--- src/rtl/game_status_tx.sv ---
// game_status_tx
//   Transmit side of the inter-board game link. Local game events are latched
//   into pending flags. Each flag is sent as a 3-byte frame: HDR, PAY, CHK.
//   HDR = {4'hA, type}. CHK = HDR ^ PAY.
//   Frame types are READY=1, HIT=2, RESULT=3 and HBEAT=4.
//   Bytes go to a UART transmitter over a valid/ready handshake.
//
// Parameters
//   HEARTBEAT_CYCLES  clk cycles between heartbeat frames while game_en=1 (>=4)
//
// Ports
//   clk         in   1  system clock
//   rst         in   1  synchronous, active-high reset
//   start_game  in   1  local player ready level
//   game_en     in   1  game running level
//   donkey_hit  in   1  1-cycle pulse: unshielded barrel hit
//   health_en   in   3  remaining-health bitmap
//   donkey_win  in   1  level: Donkey reached lady
//   kong_win    in   1  level: Donkey out of health
//   tx_ready    in   1  UART TX accepts tx_data this cycle
//   tx_data     out  8  byte to UART TX
//   tx_valid    out  1  tx_data valid
//   busy        out  1  frame in progress
module game_status_tx #(
  parameter int unsigned HEARTBEAT_CYCLES = 6_500_000
) (
  input  logic       clk,
  input  logic       rst,
  input  logic       start_game,
  input  logic       game_en,
  input  logic       donkey_hit,
  input  logic [2:0] health_en,
  input  logic       donkey_win,
  input  logic       kong_win,
  input  logic       tx_ready,
  output logic [7:0] tx_data,
  output logic       tx_valid,
  output logic       busy
);

  localparam int unsigned CNT_W = $clog2(HEARTBEAT_CYCLES);
  localparam logic [CNT_W-1:0] CNT_LAST = CNT_W'(HEARTBEAT_CYCLES - 1);

  localparam logic [3:0] T_READY  = 4'd1;
  localparam logic [3:0] T_HIT    = 4'd2;
  localparam logic [3:0] T_RESULT = 4'd3;
  localparam logic [3:0] T_HBEAT  = 4'd4;

  typedef enum logic [1:0] {S_IDLE, S_HDR, S_PAY, S_CHK} state_t;

  state_t           state_q, state_d;
  logic             start_q, start_d;
  logic             win_q, win_d;
  logic             ready_p_q, ready_p_d;
  logic             hit_p_q, hit_p_d;
  logic             result_p_q, result_p_d;
  logic             hb_p_q, hb_p_d;
  logic [CNT_W-1:0] hb_cnt_q, hb_cnt_d;
  logic [3:0]       type_q, type_d;
  logic [7:0]       pay_q, pay_d;
  logic [7:0]       tx_data_q, tx_data_d;
  logic             tx_valid_q, tx_valid_d;

  logic take_ready, take_hit, take_result, take_hb;

  // FSM next state and byte sequencing. In IDLE the highest-priority
  // pending flag is taken and its payload is snapshotted from the live
  // inputs. Later input changes cannot corrupt a frame that is in flight.
  always_comb begin
    state_d     = state_q;
    type_d      = type_q;
    pay_d       = pay_q;
    tx_data_d   = tx_data_q;
    tx_valid_d  = tx_valid_q;
    take_ready  = 1'b0;
    take_hit    = 1'b0;
    take_result = 1'b0;
    take_hb     = 1'b0;
    case (state_q)
      S_IDLE: begin
        if (result_p_q) begin
          take_result = 1'b1;
          type_d      = T_RESULT;
          pay_d       = {6'b0, kong_win, donkey_win};
        end else if (hit_p_q) begin
          take_hit = 1'b1;
          type_d   = T_HIT;
          pay_d    = {5'b0, health_en};
        end else if (ready_p_q) begin
          take_ready = 1'b1;
          type_d     = T_READY;
          pay_d      = {7'b0, start_game};
        end else if (hb_p_q) begin
          take_hb = 1'b1;
          type_d  = T_HBEAT;
          pay_d   = {game_en, 4'b0, health_en};
        end
        if (result_p_q || hit_p_q || ready_p_q || hb_p_q) begin
          tx_data_d  = {4'hA, type_d};
          tx_valid_d = 1'b1;
          state_d    = S_HDR;
        end
      end
      // tx_valid is high in every non-idle state, so tx_ready alone
      // completes the handshake.
      S_HDR: begin
        if (tx_ready) begin
          tx_data_d = pay_q;
          state_d   = S_PAY;
        end
      end
      S_PAY: begin
        if (tx_ready) begin
          tx_data_d = {4'hA, type_q} ^ pay_q;
          state_d   = S_CHK;
        end
      end
      S_CHK: begin
        if (tx_ready) begin
          tx_valid_d = 1'b0;
          state_d    = S_IDLE;
        end
      end
      default: begin
        tx_valid_d = 1'b0;
        state_d    = S_IDLE;
      end
    endcase
  end

  // Event detection and the pending flags. The OR with a new event comes
  // after the clear. An event in the same cycle as its flag is consumed
  // therefore queues a fresh frame.
  always_comb begin
    start_d    = start_game;
    win_d      = donkey_win | kong_win;
    ready_p_d  = (ready_p_q & ~take_ready) | (start_game ^ start_q);
    hit_p_d    = (hit_p_q & ~take_hit) | donkey_hit;
    result_p_d = (result_p_q & ~take_result) | (win_d & ~win_q);
    hb_p_d     = (hb_p_q & ~take_hb) | (game_en && (hb_cnt_q == CNT_LAST));
    if (!game_en || (hb_cnt_q == CNT_LAST)) begin
      hb_cnt_d = '0;
    end else begin
      hb_cnt_d = hb_cnt_q + CNT_W'(1);
    end
  end

  always_ff @(posedge clk) begin
    if (rst) begin
      state_q    <= S_IDLE;
      start_q    <= 1'b0;
      win_q      <= 1'b0;
      ready_p_q  <= 1'b0;
      hit_p_q    <= 1'b0;
      result_p_q <= 1'b0;
      hb_p_q     <= 1'b0;
      hb_cnt_q   <= '0;
      type_q     <= 4'd0;
      pay_q      <= 8'd0;
      tx_data_q  <= 8'd0;
      tx_valid_q <= 1'b0;
    end else begin
      state_q    <= state_d;
      start_q    <= start_d;
      win_q      <= win_d;
      ready_p_q  <= ready_p_d;
      hit_p_q    <= hit_p_d;
      result_p_q <= result_p_d;
      hb_p_q     <= hb_p_d;
      hb_cnt_q   <= hb_cnt_d;
      type_q     <= type_d;
      pay_q      <= pay_d;
      tx_data_q  <= tx_data_d;
      tx_valid_q <= tx_valid_d;
    end
  end

  assign tx_data  = tx_data_q;
  assign tx_valid = tx_valid_q;
  assign busy     = (state_q != S_IDLE);

endmodule
--- config.mk ---
export PLATFORM = sky130hd
export DESIGN_NAME = game_status_tx
export DESIGN_NICKNAME = d
export VERILOG_FILES = /design/src/rtl/game_status_tx.sv
export SDC_FILE = /design/constraint.sdc
export NUM_CORES = 1
export LEC_CHECK = 0
export CORE_UTILIZATION = 45
export DETAILED_ROUTE_END_ITERATION = 7
export PLACE_DENSITY = 0.66
export SLEW_MARGIN = 30
export SYNTH_ARGS = -nofsm -noshare
export SYNTH_HDL_FRONTEND = slang
export SYNTH_SLANG_ARGS = --single-unit
--- constraint.sdc ---
create_clock -name clk -period 2.85 [get_ports clk]
set_clock_uncertainty 0.1 [all_clocks]
set_input_delay 0.285 -clock clk [delete_from_list [all_inputs] [get_ports clk]]
set_output_delay 0.285 -clock clk [all_outputs]
set_load 0.02 [all_outputs]
==> impl_metrics.json, run 1 <==
{
  "run_status": "finished, final reports clean",
  "tritoncts": "done",
  "dieHeight_um": 73.5,
  "num-fill-cells": 479,
  "cts.clk_slew.worst_paths_ns": 0.09,
  "placement.io_buffers": 18,
  "area_grow_syn2layout_pct": 14.3,
  "row_count": 25,
  "fp.dieArea_um2": 5390,
  "finalWeightedCongestion": 0.829,
  "synth.ff_latch_count": 46,
  "synth_enable_flop_cells": 0,
  "yosys_warnings": 0,
  "initialDrtViolationCount": 145,
  "synth_ff_type": "dfxtp_1",
  "syn_area_per_cell_um2": 8.32,
  "max_freq_mhz": 429,
  "synthTopCellsByCount": "dfxtp_1 (46), nor2_1 (34), a21oi_1 (20), nand2_1 (15), o21ai_0 (15)",
  "synth_top_cells_by_area": "dfxtp_1 (40%), nor2_1 (5.6%), a21oi_1 (4.4%)",
  "pin_count": 21,
  "hold_path.class": "reg2reg",
  "vias_in_the_first_global_route": 1693,
  "placed_area_um2": 2510,
  "crit_path_start": "hb_cnt_q[18]$_SDFF_PP0_",
  "worstHoldStart": "hb_cnt_q[0]$_SDFF_PP0_",
  "layout.area.seq_um2": 921,
  "cts-root-to-sink-buffers": 2,
  "grt_antenna_before_repair": 0,
  "max-cap-violations": 0,
  "portion_of_synthesized_cell_area_occupied_by_the_leading_cell_type": 0.401,
  "post_route_cells_drive_above_1_share": 0.0756,
  "hold_buffers": 0,
  "rsz0062_at_grt": "no",
  "critical_path_class": "reg2reg",
  "synth_async_reset_ratio": 0,
  "netlist_area_um2": 2300,
  "synth_cells": 276,
  "yosysMostFrequentCell": "dfxtp_1",
  "final_core_utilization": 0.545,
  "drc": 0,
  "initial_core_util": 0.477,
  "final_net_count": 307,
  "headroom_to_the_max_slew_limit": 0.635,
  "die_width_um": 73.5,
  "drt-vias-per-instance": 5.44,
  "insertedDiodeCount": 0,
  "crit_chain": "or4b_1 -> nor4_1 -> a21o_1 -> buf_4 -> nor2_1",
  "final_min_period_over_clock_period": 0.818,
  "detailroute.via_count": 1946,
  "grt_start_max_net_pins": 24,
  "power.density_cell_area_nw_per_um2": 762,
  "fin_tns_setup_ns": 0,
  "grt_pass1_wl_um": 8290,
  "path_delay_family": "simple AND/OR/NAND/NOR gates",
  "power.ir.vdd_worst_uv": 444,
  "report.final.setup_viol": 0,
  "reg2reg_from": "hb_cnt_q[18]$_SDFF_PP0_",
  "core_area_um2": 4820,
  "route.detailed.wl_per_inst_um": 13.6,
  "timing_worst_slew_pin_value_ns": 0.542,
  "clkSinkCount": 46,
  "worstPathMaxFanout": 11,
  "drt_first_pass_iters": 4,
  "clock_insertion_delay_worst_skew_ns": 0.30,
  "worstPathArrival_ns": 2.43,
  "drv_slew": 0,
  "worst_path_max_delay_cell": "nor4_1",
  "cts-root-buf": "clkbuf_8",
  "number_of_buffers_created_by_cts": 5,
  "h-tree-depth": 2,
  "library_cell_with_the_largest_summed_area_after_synthesis": "dfxtp_1",
  "multiInputGateArea_um2": 1250,
  "postRouteWirelength_um": 4870,
  "setup.worst_path.start_class": "flip-flop",
  "total_power_uw": 2000,
  "period_needed_ns": 2.33,
  "max_stage_delay_ns": 0.53,
  "synth_seq_area_share": 0.401,
  "cellLeakagePower_uw": 0.000875,
  "timing.hold.ws_ns": 0.347,
  "finalHoldViolations": 0,
  "global_route.overflow_total": 0,
  "timing.critical_path.to_type": "flip-flop",
  "post-cts-setup-buffers": 0,
  "required_ns": 2.94,
  "resize_count_post_cts": 0,
  "synthDistinctLibCells": 55,
  "detailedPlacementHpwl_um": 3480,
  "cp.buffers_inverters": 1,
  "detail-route-antenna-nets": 0,
  "final_standard_cell_area_without_fillers_um2": 2630,
  "grt_util_all_layers": 0.198
}
sequential cells by signal, summed over array words and instances, names as in the netlist:
name and count:
pay_q 4, hit_p_q 1, type_q 4, hb_cnt_q 23, tx_valid 1, hb_p_q 1
result_p_q 1, start_q 1, tx_data 6, state_q 2, win_q 1, ready_p_q 1
layout by cell type (no fill, tap or decap), drive strengths merged, types with 6 or more instances in the layout:
cell type | synthesis | final
nand3 | 12 | 12
inv | 10 | 10
o21ai | 15 | 15
ha | 6 | 6
dfxtp | 46 | 46
nor2 | 34 | 34
nand2 | 15 | 15
nor3 | 9 | 9
a21oi | 20 | 20
nand4 | 6 | 6
clkbuf | 11 | 6
buf | 7 | 6
nor4 | 7 | 7
clkdlybuf4s50 | 0 | 18
xnor2 | 9 | 9
layer usage:
metal  wire (um)  share of wire  GRT usage
met4          60          0.012     0.0577
met5           0              0          0
met2        1950           0.40      0.261
met3         170          0.035     0.0412
met1        2690           0.55      0.315
final timing paths:
check                           end  slack [ns]  depth (start not counted)
max reg2reg  hb_cnt_q[9]$_SDFF_PP0_        0.52                          5
min          hb_cnt_q[0]$_SDFF_PP0_        0.35                          1
min reg2reg  hb_cnt_q[0]$_SDFF_PP0_        0.35                          1
max          hb_cnt_q[9]$_SDFF_PP0_        0.52                          5
area by class of cell:
type | count | share of cell area
clock buffer | 6 | 0.0276
clock inverter | 2 | 0.0143
inverter | 10 | 0.0143
multi-input combinational | 203 | 0.475
sequential | 46 | 0.351
tap | 67 | 0.0319
timing repair buffer | 24 | 0.0858
cell families (layout without fill, tap and decap cells):
| kind of cell | Yosys count | after routing | share of synthesized area |
|---|---|---|---|
| xor+xnor | 13 | 13 | 0.0496 |
| compound gates | 62 | 62 | 0.173 |
| other cells | 1 | 2 | 0.00163 |
| mux | 3 | 3 | 0.0136 |
| flops | 46 | 46 | 0.401 |
| fa+ha+maj | 6 | 6 | 0.0327 |
| buf+inv | 28 | 42 | 0.0577 |
| simple gates | 117 | 117 | 0.271 |
metrics by stage:
step                setup slack, ns  std cells
global placement              0.633        350
finish                        0.519        358
global route                  0.389        358
floorplan                     0.725        277
detailed placement            0.575        350
CTS                           0.529        358
power by group:
group | switching, uW | internal, uW
sequential | 60.4 | 725
combinational | 425 | 309
clock | 221 | 262
Note: power is estimated with default switching activity, not from simulation.
==> run 2, diff against run 1 <==
- PLACE_DENSITY: 0.66 -> 0.68
- clock period: 2.85 -> 2.05 ns (I/O delays scaled with it)
==> impl_metrics.json, run 2 (synthesis gave the netlist of run 1 again) <==
{
  "vias_in_the_first_global_route": 1805,
  "route.detailed.wl_per_inst_um": 13.4,
  "worst_path_max_delay_cell": "or4b_2",
  "crit_chain": "or4b_2 -> nor4_2 -> a21o_1 -> buf_4 -> nor2_1",
  "fin_tns_setup_ns": 0,
  "critical_path_class": "reg2reg",
  "run_status": "finished, final reports clean",
  "worstPathArrival_ns": 2.04,
  "finalHoldViolations": 0,
  "final_min_period_over_clock_period": 0.952,
  "core_area_um2": 4820,
  "insertedDiodeCount": 0,
  "placement.io_buffers": 18,
  "drt_first_pass_iters": 4,
  "layout_commonest_cell": "dfxtp_1",
  "drc": 0,
  "max_stage_delay_ns": 0.66,
  "required_ns": 2.14,
  "timing.critical_path.to_type": "flip-flop",
  "h-tree-depth": 2,
  "post-route-worst-setup-slack_ns": 0.0988,
  "detailedPlace.worstSlack_ns": 0.0621,
  "clkSinkCount": 46,
  "reg2reg_from": "hb_cnt_q[12]$_SDFF_PP0_",
  "rsz0062_at_grt": "no",
  "hold_buffers": 0,
  "postRouteWirelength_um": 5020,
  "cellLeakagePower_uw": 0.000975,
  "clock_insertion_delay_worst_skew_ns": 0.29,
  "worstPathMaxFanout": 11,
  "cts.clk_slew.worst_paths_ns": 0.08,
  "max-cap-violations": 0,
  "finalWeightedCongestion": 0.863,
  "detail-route-antenna-nets": 0,
  "setup.worst_path.start_class": "flip-flop",
  "power.density_cell_area_nw_per_um2": 1030,
  "gr-max-usage-layer": "met1",
  "layout_common_cells": "dfxtp_1 (40), nor2_1 (34), buf_4 (23)",
  "initial_core_util": 0.477,
  "hold_path.class": "reg2reg",
  "pin_count": 21,
  "drt-vias-per-instance": 5.49,
  "post_route_cells_drive_above_1_share": 0.169,
  "power.ir.vdd_worst_uv": 648,
  "grt_antenna_before_repair": 0,
  "tritoncts": "done",
  "worstHoldStart": "hb_cnt_q[0]$_SDFF_PP0_",
  "fp.dieArea_um2": 5390,
  "grt_util_all_layers": 0.204,
  "grt_util_met2": 0.280,
  "detailedPlacementHpwl_um": 3650,
  "cts-root-to-sink-buffers": 2,
  "detailroute.via_count": 2057,
  "row_count": 25,
  "grtUsageMet1": 0.318,
  "largest_register": "hb_cnt_q",
  "grt_pass1_wl_um": 8570,
  "dieHeight_um": 73.5,
  "area_grow_syn2layout_pct": 22.0,
  "groute.layer.met3.usage": 0.0302,
  "final_net_count": 324,
  "report.final.setup_viol": 0,
  "cts-root-buf": "clkbuf_8",
  "grt_start_max_net_pins": 24,
  "largest_register_ff_count": 23,
  "max_freq_mhz": 512,
  "die_width_um": 73.5,
  "drv_slew": 0,
  "period_needed_ns": 1.95,
  "crit_path_start": "hb_cnt_q[12]$_SDFF_PP0_",
  "initialDrtViolationCount": 180,
  "number_of_buffers_created_by_cts": 5,
  "post-cts-setup-buffers": 0,
  "global_route.overflow_total": 0
}
[run 2: cell count changes in the layout (fill, tap and decap cells not counted), sizes merged]
cell	before	now
buf	6	23
clkdlybuf4s50	18	17
clkinv	0	2
clkinvlp	1	0
[run 2: per-layer routing]
layer,part of all wire,up-vias,wire length (um)
li1,-,1053,-
met1,0.51,946,2580
met2,0.42,53,2110
met3,0.053,5,265
met4,0.013,0,66
met5,0,-,0
[run 2: path summary, 6_finish.rpt]
kind	end	slack, ns	cells after the start
max	hb_cnt_q[16]$_SDFF_PP0_	0.1	5
min	hb_cnt_q[0]$_SDFF_PP0_	0.35	1
max reg2reg	hb_cnt_q[16]$_SDFF_PP0_	0.1	5
min reg2reg	hb_cnt_q[0]$_SDFF_PP0_	0.35	1
[run 2: what timing repair did]
item | in CTS | in global routing
resized for setup | 1 | 15
pin swaps | 0 | 2
setup endpoints to repair | 1 | 13
[run 2: final cells by class]
type	instances	area [um2]
inverters	10	37.5
repair buffers	41	348
well taps	67	83.8
flip-flops and latches	46	928
clock inverters	3	40.0
fillers	456	2020
multi-input cells	203	1290
clock buffers	5	68.8
[run 2: worst max-delay path, delay by kind of cell, from the launching register on]
family / cells / cell delay [ns]
DFF: 1 / 0.38
and+or+nand+nor: 3 / 1.01
buffers and inverters: 1 / 0.19
AOI/OAI and AO/OA: 1 / 0.18
[run 2: stage by stage]
step | util | hold slack, ns | total power [uW] | cells | cell area (um2)
2_1_floorplan | - | 0.206 | 1820 | 277 | 2310
5_1_grt | 0.582 | 0.366 | 3080 | 375 | 2800
6_report | 0.582 | 0.347 | 2880 | 375 | 2800
3_3_place_gp | 0.551 | 0.331 | 2170 | 367 | 2660
4_1_cts | 0.574 | 0.356 | 2840 | 375 | 2760
3_5_place_dp | 0.551 | 0.339 | 2180 | 367 | 2660
[run 2: where the power goes]
part | switching (uW) | internal (uW) | total, uW
registers | 81.8 | 1010 | 1090
logic | 636 | 488 | 1120
clock network | 308 | 359 | 668
total | 1030 | 1860 | 2880
==> edit: new RTL, flow settings as in run 1 <==
The parameter `HEARTBEAT_CYCLES` goes from 6_500_000 to 3_250_000.
--- a/src/rtl/game_status_tx.sv
+++ b/src/rtl/game_status_tx.sv
@@ -22,7 +22,7 @@
 //   tx_valid    out  1  tx_data valid
 //   busy        out  1  frame in progress
 module game_status_tx #(
-  parameter int unsigned HEARTBEAT_CYCLES = 6_500_000
+  parameter int unsigned HEARTBEAT_CYCLES = 3_250_000
 ) (
   input  logic       clk,
   input  logic       rst,
Function: no difference found for any inputs over 10 cycles, from zero or initial values and one cycle with rst high; that may be too few to reach the edited logic, so the function may still have changed.
==> edit against run 1 <==
The flow now finishes with violations (design-rule violations). Fmax shrank 7.7%. Worst setup slack lost 0.20 ns. Highest routed layer unchanged. Largest power group unchanged. Cell area shrank 4.0%. Area after synthesis shrank 5.8%. Count of clock-buffer cells in the layout shrank 1. Sequential cell count shrank 1. Wire length shrank 9.1%. Total power grew 0.99%. Via count shrank 6.9%.
==> edit: results (changes against run 1) <==
Synth top cells by count = dfxtp_1 (45), nor2_1 (37), a21oi_1 (17), nand2_1 (17), o21ai_0 (14)
GR met1 Demand/Resource = 27.10% (-4.4 points)
Worst VDD drop = 0.3608 mV (-19%)
outcome = complete, but fails checks
first-pass GRT wire length = 7983 um (-3.7%)
fraction of registers with async set/reset = 0% (unchanged)
met3 usage = 3.797% (-0.32 points)
Post-Route WL = 4425 um (-9.1%)
Top FF cell, synth = dfxtp_1
largest net degree at the start of global routing = 20 (-17%)
fill cell count = 411 (-14%)
Max transition margin = 56.80% (-6.7 points)
GPL Wtd Cong = 0.8131 (-1.9%)
Worst Hold Class = register to register
clock buffer depth = 2 (unchanged)
Worst EP arrival = 2.14 ns (-0.29 ns)
worst hold endpoint = tx_data[1]
reg2reg start = state_q[1]
beginning of the worst hold path = tx_data[1]
synthesized netlist cell count = 254 (-8.0%)
r2r setup slk = 0.73 ns (+0.21 ns)
final std cells w/o fill = 326 (-8.9%)
post-synthesis sequential area ratio = 41.64% (+1.6 points)
Cell variety after synth = 51 (-7.3%)
worst hold stages = 2 (+1)
layout cell share with drive strength beyond 1 = 6.934% (-0.63 points)
clk_lat worst skew = 0.30 ns (about the same)
antenna violations before repair = 0 (unchanged)
met2 usage in global routing = 31.53% (+5.4 points)
number of global-route vias before repair = 1760 (+4.0%)
FF-to-FF path depth = 6 (+1)
total track usage = 19.83% (about the same)
# diodes = 0 (unchanged)
failing checks = design-rule violations
Crit Reg-Reg Endpoint = tx_data[7]
Crit Path Max Fanout = 12 (+1)
DP HPWL = 3192 um (-8.2%)
Resized cells post-CTS = 0 (unchanged)
# nets final = 290 (-5.5%)
Post-Place Worst Slack = 0.6882 ns (+0.1129 ns)
postcts setup bufs = 0 (unchanged)
drt pass-1 iters = 6 (+2)
max reg flops = 22 (-4.3%)
Iter 0 DRT Violations = 134 (-7.6%)
top post-synthesis cells by area = dfxtp_1 (42%), nor2_1 (6.4%), xnor2_1 (4.5%)
drt via density = 5.558 (+2.3%)
placed instance count = 318 (-9.1%)
static leakage = 0.8708 nW (-0.53%)
Clock transition at path regs = 0.09 ns (about the same)
Most flops, register = hb_cnt_q
Remaining DRCs = 2 (+2)
edit: how the worst max path moves through the flow:
| stage | start | endpoint | slack [ns] | cells past startpoint |
|---|---|---|---|---|
| 5_1_grt | state_q[0] | busy | 0.20 | 4 |
| 3_5_place_dp | state_q[1] | busy | 0.69 | 4 |
| 2_1_floorplan | hb_cnt_q[0] | hb_cnt_q[10] | 1.04 | 6 |
| 4_1_cts | state_q[1] | busy | 0.35 | 4 |
| 6_report | state_q[1] | busy | 0.32 | 4 |
| 3_3_place_gp | state_q[0] | busy | 0.73 | 4 |
edit: critical path, cell delays in order, from the launching register on:
cell and delay, ns:
dfxtp_1 0.35, inv_1 0.11, ha_1 0.42, clkinv_1 0.34, clkdlybuf4s50_1 0.62
edit: final cells by class:
class	instances	area (um2)	share of cell area, %
multi-input combinational	191	1187	47.12
sequential	45	900.9	35.75
timing repair buffer	20	195.2	7.746
clock buffer	5	68.82	2.731
clock inverter	3	65.06	2.582
tap	52	65.06	2.582
inverter	10	37.54	1.490
edit: cell families after synthesis:
logic type / Yosys count / share of synthesized area (%)
adders and majority gates: 6 / 3.470
xor gates and xnor gates: 16 / 6.478
muxes: 4 / 1.909
and+or+nand+nor: 111 / 27.30
other: 1 / 0.1733
AOI/OAI and AO/OA: 52 / 15.39
buffers and inverters: 19 / 3.643
DFF: 45 / 41.64
edit: power by group:
group	switching [mW]	internal (mW)
Combinational	0.404	0.280
Sequential	0.0616	0.711
Clock	0.217	0.348
edit: stage by stage:
step                      total power [mW]  hold slack (ns)  util (%)  area (um2)
after floorplan                      1.242           0.3103         -        2167
after global placement               1.457           0.3513     53.33        2386
after detailed placement             1.463           0.3589     53.33        2386
after CTS                            2.033           0.3709     56.32        2520
after global routing                 2.141           0.3931     56.32        2520
final                                2.021           0.3637     56.32        2520
edit: layer usage:
metal / wire length, um / share of wire, %
met3: 189 / 4.3
met5: 0 / 0
met2: 1957 / 44
met1: 2222 / 50
met4: 56 / 1.3
